`src/rtl/alu_issue_stage.sv`:
```
// alu_issue_stage: request FIFO + operand issue + registered result port
// wrapped around an external combinational ALU. The FIFO head is driven onto
// the ALU inputs; the ALU output is captured into a valid/ready result
// register. carry_reg holds the last issued carry_out so that multi-word
// add/sub can be expressed as back-to-back chained 16-bit operations.
//
// Handshakes: a transfer happens on a rising edge where valid && ready.
// The producer holds its payload stable while valid && !ready. in_ready
// depends only on registered occupancy, so it has no path from in_valid.
// out_* are registers and stay stable while out_valid && !out_ready.
module alu_issue_stage #(
   parameter int WIDTH = 16,
   parameter int DEPTH = 4
) (
   input  logic                       clk,
   input  logic                       rst_n,
   input  logic                       flush,
   // request port
   input  logic                       in_valid,
   output logic                       in_ready,
   input  logic                       in_mode,
   input  logic [3:0]                 in_select,
   input  logic [WIDTH-1:0]           in_a,
   input  logic [WIDTH-1:0]           in_b,
   input  logic                       in_carry,
   input  logic                       in_chain,
   // ALU drive
   output logic                       alu_mode,
   output logic [3:0]                 alu_select,
   output logic [WIDTH-1:0]           alu_a,
   output logic [WIDTH-1:0]           alu_b,
   output logic                       alu_carry_in,
   // ALU return
   input  logic [WIDTH-1:0]           alu_result,
   input  logic                       alu_carry_out,
   // result port
   output logic                       out_valid,
   input  logic                       out_ready,
   output logic [WIDTH-1:0]           out_result,
   output logic                       out_carry,
   output logic                       out_zero,
   // status
   output logic [$clog2(DEPTH):0]     fifo_count
);

   localparam int PW = $clog2(DEPTH);
   localparam int CW = PW + 1;

   // One queued operation exactly as presented on the request port.
   typedef struct packed {
      logic             mode;
      logic [3:0]       select;
      logic [WIDTH-1:0] a;
      logic [WIDTH-1:0] b;
      logic             carry;
      logic             chain;
   } entry_t;

   entry_t           mem [DEPTH];
   entry_t           head;
   logic [PW-1:0]    wr_ptr;
   logic [PW-1:0]    rd_ptr;
   logic [CW-1:0]    count;
   logic             carry_reg;
   logic             push;
   logic             issue;
   logic             drain;

   // No bypass: a full FIFO refuses input even if the head pops this cycle.
   assign in_ready   = (count < CW'(DEPTH));
   assign push       = in_valid && in_ready;
   // Issue whenever something is queued and the result register is free or
   // being emptied this cycle.
   assign issue      = (count != '0) && (!out_valid || out_ready);
   // Result consumed with nothing behind it: the result register goes idle.
   assign drain      = out_valid && out_ready && (count == '0);
   assign fifo_count = count;

   // Head entry straight from storage; when empty this is a stale entry and
   // the ALU output is ignored because no issue can happen.
   assign head         = mem[rd_ptr];
   assign alu_mode     = head.mode;
   assign alu_select   = head.select;
   assign alu_a        = head.a;
   assign alu_b        = head.b;
   assign alu_carry_in = head.chain ? carry_reg : head.carry;

   // FIFO storage: payload only, so it needs no reset.
   always_ff @(posedge clk) begin
      if (push && !flush) begin
         mem[wr_ptr] <= '{mode:   in_mode,
                          select: in_select,
                          a:      in_a,
                          b:      in_b,
                          carry:  in_carry,
                          chain:  in_chain};
      end
   end

   // Pointers and occupancy; DEPTH is a power of two so pointers wrap freely.
   always_ff @(posedge clk or negedge rst_n) begin
      if (!rst_n) begin
         wr_ptr <= '0;
         rd_ptr <= '0;
         count  <= '0;
      end else if (flush) begin
         wr_ptr <= '0;
         rd_ptr <= '0;
         count  <= '0;
      end else begin
         if (push) begin
            wr_ptr <= wr_ptr + 1'b1;
         end
         if (issue) begin
            rd_ptr <= rd_ptr + 1'b1;
         end
         case ({push, issue})
            2'b10:   count <= count + 1'b1;
            2'b01:   count <= count - 1'b1;
            default: count <= count;
         endcase
      end
   end

   // Result register and chaining carry: capture ALU output on issue.
   always_ff @(posedge clk or negedge rst_n) begin
      if (!rst_n) begin
         out_valid  <= 1'b0;
         out_result <= '0;
         out_carry  <= 1'b0;
         out_zero   <= 1'b0;
         carry_reg  <= 1'b0;
      end else if (flush) begin
         out_valid  <= 1'b0;
         carry_reg  <= 1'b0;
      end else if (issue) begin
         out_valid  <= 1'b1;
         out_result <= alu_result;
         out_carry  <= alu_carry_out;
         out_zero   <= (alu_result == '0);
         // Logic-mode ops return carry_out=0 and still clear the chain carry.
         carry_reg  <= alu_carry_out;
      end else if (drain) begin
         out_valid  <= 1'b0;
      end
   end

endmodule

```
`config.mk`:
```
export PLATFORM = sky130hd
export DESIGN_NAME = alu_issue_stage
export DESIGN_NICKNAME = d
export VERILOG_FILES = /design/src/rtl/alu_issue_stage.sv
export SDC_FILE = /design/constraint.sdc
export NUM_CORES = 1
export LEC_CHECK = 0
export ABC_AREA = 1
export ABC_CLOCK_PERIOD_IN_PS = 2900
export BUFFER_PORTS_ARGS = -buffer_cell sky130_fd_sc_hd__buf_2
export CORE_UTILIZATION = 50
export DETAILED_ROUTE_END_ITERATION = 8
export PLACE_DENSITY = 0.75
export SYNTH_ARGS = -nofsm -noshare
export SYNTH_HDL_FRONTEND = slang
export SYNTH_SLANG_ARGS = --single-unit
```
`constraint.sdc`:
```
create_clock -name clk -period 2.9 [get_ports clk]
set_input_delay 0 -clock clk [delete_from_list [all_inputs] [get_ports clk]]
set_output_delay 0 -clock clk [all_outputs]
set_load 0.005 [all_outputs]
```
=== Word level (Yosys, flattened, before mapping) ===
Memories as Yosys holds them, arrays and structs flattened.
Cells that the tools add are included.

* Add/subtract/negate cells: 4
* $mul: 0
* Divide/modulo/power cells: 0
* Magnitude comparators: 1
* Equal/unequal tests: 2
* Shift operators: 0
* Mux-type cells: 14
* Bitwise gates (word level): 1
* Reductions and logical operators: 16

{| class="wikitable"
|+ Operator list
! kind !! number
|-
| $logic_not 16->1 || 1
|-
| $reduce_bool 3->1 || 3
|-
| $mux 1 || 8
|-
| $mux 2 || 4
|-
| $pmux 3 s2 || 1
|-
| $logic_and 1x1->1 || 5
|-
| $add 2x1->2 const B || 2
|-
| $reduce_bool 2->1 || 2
|-
| $add 3x1->3 const B || 1
|-
| $logic_not 3->1 || 1
|-
| $lt 3x3->1 const B || 1
|-
| $mux 3 || 1
|-
| $sub 3x1->3 const B || 1
|-
| $eq 2x1->1 const B || 1
|-
| $eq 2x2->1 const B || 1
|-
| $logic_not 1->1 || 2
|-
| $reduce_and 2->1 || 1
|-
| $logic_or 1x1->1 || 1
|-
| $not 1->1 || 1
|}

* Register bits after elaboration: 27
* Bits in latches: 0
* Bits in writable memories: 156
* Bits in read-only memories: 0
* Bits of input ports: 61
* Output and inout bits: 61
* Memories: 1

{| class="wikitable"
|+ Memories
! name !! words !! width !! read ports !! clocked after Yosys merged registers in !! wr ports !! line !! RTL
|-
| mem || 4 || 39 || 1 || 0 || 1 || 59 || <nowiki>entry_t mem [DEPTH];</nowiki>
|}

=== Logic depth before layout (Yosys ltp) ===
* Depth in word-level cells: 6
* Mapped depth: 11
* Gate-level depth less buffers: 11

=== Least setup slack after synthesis ===
No wires, ideal clock.

* Path kind: register to register
* Start point: register count[2], in the netlist fifo_count[2]
* End point: memory mem[0][0] (netlist bit), enable pin
* Library setup time: 0.435 ns
* Arrival: 2.451 ns
* Required time: 2.465 ns
* Path slack: 0.013 ns
* Stages on the path, launching flop included: 4
* Clock period less this slack: 2.887 ns
* Cells stage by stage: dfrtp_1 > nor2_1 > nand2_1 > nor2_1

* Word-level cells in the longest chain between the ends: 5

{| class="wikitable"
|+ Ends and longest elaborated chain
! item !! line !! RTL
|-
| start, declared || 63 || <nowiki>logic [CW-1:0] count;</nowiki>
|-
| start signal, assigned || 118 || <nowiki>2'b10: count <= count + 1'b1;</nowiki>
|-
| start signal, assigned || 119 || <nowiki>2'b01: count <= count - 1'b1;</nowiki>
|-
| start signal, assigned || 120 || <nowiki>default: count <= count;</nowiki>
|-
| $lt 3x3->1 || 70 || <nowiki>assign in_ready = (count < CW'(DEPTH));</nowiki>
|-
| $logic_and 1x1->1 || 71 || <nowiki>assign push = in_valid && in_ready;</nowiki>
|-
| $logic_and 1x1->1 || 90 || <nowiki>if (push && !flush) begin</nowiki>
|-
| $mux 1 || 90 ||
|-
| $mux 1 (not written as such) || 91 || <nowiki>mem[wr_ptr] <= '{mode: in_mode,</nowiki>
|-
| end, declared || 59 ||
|}

No other way between the ends.

=== Worst setup path in the final report ===
* Start point: register rd_ptr[0]
* End point: output port alu_carry_in

* Word-level cells in the longest chain between the ends: 2

{| class="wikitable"
|+ Ends and longest elaborated chain
! item !! line !! RTL
|-
| start, declared || 62 || <nowiki>logic [PW-1:0] rd_ptr;</nowiki>
|-
| start signal, assigned || 115 || <nowiki>rd_ptr <= rd_ptr + 1'b1;</nowiki>
|-
| $mem_v2 4x39 || -- ||
|-
| $mux 1 || 86 || <nowiki>assign alu_carry_in = head.chain ? carry_reg : head.carry;</nowiki>
|-
| end, declared || 32 || <nowiki>output logic alu_carry_in,</nowiki>
|}

No other way between the ends.

==> flow_metrics.py <==
metrics = {
    "status": {
        "status": "completed",
    },
    "cts": {
        "cts_num_sinks": 183,
        "cts-root-buf": "clkbuf_16",
        "tritoncts": "done",
        "htree_levels": 4,
        "post-cts-setup-buffer-count": 0,
        "insertion_delay_ns": 0.42,
        "cts_buffers": 17,
        "clk_pin_slew_worst_paths_ns": 0.07,
        "clk_path_buf_depth": 2,
    },
    "timing": {
        "tns_ns": 0,
        "fmax_mhz": 410,
        "rsz0062_at_grt": "no",
        "slew-limit-headroom": 0.341,
        "fin_ws_ns": 0.464,
        "hold_viol_final": 0,
        "whs_ns": 0.0149,
        "finalSetupViolCount": 0,
        "period_minus_slack_ns": 2.44,
        "worst_pin_slew_ns": 0.988,
        "report.final.slew_viol_count": 0,
        "period_share": 0.840,
        "skew_ns": 0.00769,
    },
    "power": {
        "p_leak_uw": 0.00355,
        "p_per_area_mw_per_mm2": 866,
        "finalPower_uw": 7910,
        "irDropWorstVdd_mv": 0.491,
    },
    "floorplanning": {
        "io-pin-count": 122,
        "initial_core_util": 0.513,
        "die_w_um": 121,
        "die_h_um": 121,
        "row_count": 43,
        "core_area_mm2": 0.0139,
        "dieArea_mm2": 0.0147,
    },
    "synthesis": {
        "yosysSeqAreaShare": 0.753,
        "avgSynthCellArea_um2": 13.2,
        "synth-warning-count": 0,
        "synth_area_mm2": 0.00712,
        "synthTopCellsByArea": "edfxtp_1 (66%), dfrtp_1 (9.5%), o21ai_0 (6.2%)",
        "syn_inst": 539,
        "synth_nets": 605,
        "synth_top_area_cell": "edfxtp_1",
        "yosysTopAreaCellShare": 0.658,
        "synthDistinctLibCells": 24,
        "ys_ff_latch": 183,
    },
    "placement": {
        "dp_slack_ns": 0.772,
        "place_congestion": 0.796,
        "place_inst": 819,
        "dp_hpwl_um": 8830,
        "io_buffers": 121,
    },
    "route": {
        "drtIter0Drc": 440,
        "ant_nets": 0,
        "post_drt_wl_per_cell_um": 16.6,
        "vias": 4837,
        "drc": 0,
        "drtPass1Iterations": 5,
        "drt-total-wl_um": 15100,
        "viasPerCell": 5.32,
    },
    "grt": {
        "grt_pass1_wl_um": 24100,
        "grt_pass1_vias": 5012,
        "grt_max_degree": 80,
        "antenna_found_initial": 0,
        "grt_use_total": 0.217,
        "grt_remaining_overflow": 0,
    },
    "setup_path": {
        "path_class": "reg -> out",
        "crit_fanout": 55,
        "required_ns": 2.90,
        "end_kind": "output port",
        "critPathArrivalTime_ns": 2.44,
        "critPathLaunchType": "register",
    },
    "cells_and_area": {
        "syn_to_final_growth_pct": 28.3,
        "top_register": "mem",
        "largest_register_ffs": 156,
        "final_cells": 909,
        "final_layout_size_suffix_gt1_frac": 0.251,
        "n_antenna_cell": 0,
        "nNetsFinal": 782,
    },
    "min_path": {
        "hp-class": "in -> reg",
    },
    "run": {
        "drv_cap": 0,
    },
}
-- per-stage QoR --
step                       util  cell area, um^2
after detailed placement  0.570             7910
after CTS                 0.658             9130
after floorplan               -             7120
final                     0.658             9130
after global routing      0.658             9130
after global placement    0.570             7910
-- cells in the mapped netlist --
| cell | number |
|---|---|
| nor2_1 | 83 |
| nand3_2 | 2 |
| inv_4 | 1 |
| inv_1 | 33 |
| fa_1 | 1 |
| a21oi_4 | 1 |
| edfxtp_1 | 156 |
| o21ai_0 | 88 |
| buf_4 | 7 |
| ha_1 | 4 |
| nor3_1 | 1 |
| nand3_1 | 7 |
| inv_2 | 3 |
| nor2_2 | 1 |
| o21ai_2 | 10 |
| clkbuf_1 | 14 |
| a21oi_1 | 3 |
| buf_6 | 3 |
| o22ai_1 | 38 |
| nand2_1 | 44 |
| nand4_1 | 5 |
| dfrtp_1 | 27 |
| buf_2 | 5 |
| o21ai_1 | 2 |
-- final timing paths --
kind | startpoint | slack, ns | depth (start not counted) | endpoint
setup / recovery | rd_ptr[0] | 0.46 | 6 | alu_carry_in
hold / removal | in_valid | 0.01 | 5 | wr_ptr[1]
setup reg to reg | fifo_count[2] | 0.78 | 4 | mem[3][30]
hold reg to reg | out_result[4] | 0.48 | 2 | out_result[4]
max in group asynchronous | rst_n | 2.35 | 2 | rd_ptr[0]
min in group asynchronous | rst_n | 0.12 | 2 | out_result[15]
-- power by group --
| part | internal [uW] | switching [uW] |
|---|---|---|
| clock network | 1520 | 922 |
| logic | 825 | 1310 |
| registers | 3160 | 177 |
-- worst max-delay path: stages (launching register included) --
cell	delay, ns
dfrtp_2	0.69
buf_4	0.55
o21ai_0	0.19
o22ai_1	0.21
nand2_1	0.06
o21ai_0	0.09
buf_2	0.18
-- cells in the final DEF, fill, tap and decap left out, types with 4 or more instances in the layout --
master / synthesis / final
o21ai_2: 10 / 10
inv_1: 33 / 33
edfxtp_1: 156 / 156
bufinv_16: 0 / 5
dlygate4sd3_1: 0 / 58
dfrtp_1: 27 / 26
buf_2: 5 / 121
nor2_4: 0 / 4
nand2_1: 44 / 44
clkbuf_16: 0 / 17
nand3_1: 7 / 7
ha_1: 4 / 4
nand4_1: 5 / 5
buf_4: 7 / 5
o22ai_1: 38 / 38
clkinv_2: 0 / 5
nor2_1: 83 / 79
clkinvlp_4: 0 / 4
o21ai_0: 88 / 88
-- cell families after synthesis --
group	count (synthesis)	synth area share
AO/OA/AOI/OAI	142	0.113
adder cells (fa/ha/maj)	5	0.00985
buffers and inverters	66	0.0429
flip-flops	183	0.753
AND/OR/NAND/NOR	143	0.0807
-- metal layers --
layer	part of all wire	track usage	vias up
met5	0	0	-
met4	0.014	0.0856	0
met3	0.068	0.0663	24
met2	0.49	0.349	186
met1	0.42	0.275	2346
li1	-	-	2281
-- what timing repair did --
| action | in CTS | in global routing |
|---|---|---|
| gates resized for setup | 0 | 0 |
| hold buffers | 58 | 0 |
| endpoints found under the hold margin | 207 | 0 |
-- area by class of cell --
type	count	area (um^2)
Fill cell	983	4750
Timing Repair Buffer	187	1280
Multi-Input combinational cell	290	1480
Clock inverter	15	209
Sequential cell	183	5360
Tap cell	180	225
Clock buffer	17	425
Inverter	37	141
Note: power is estimated with default switching activity, not from simulation.
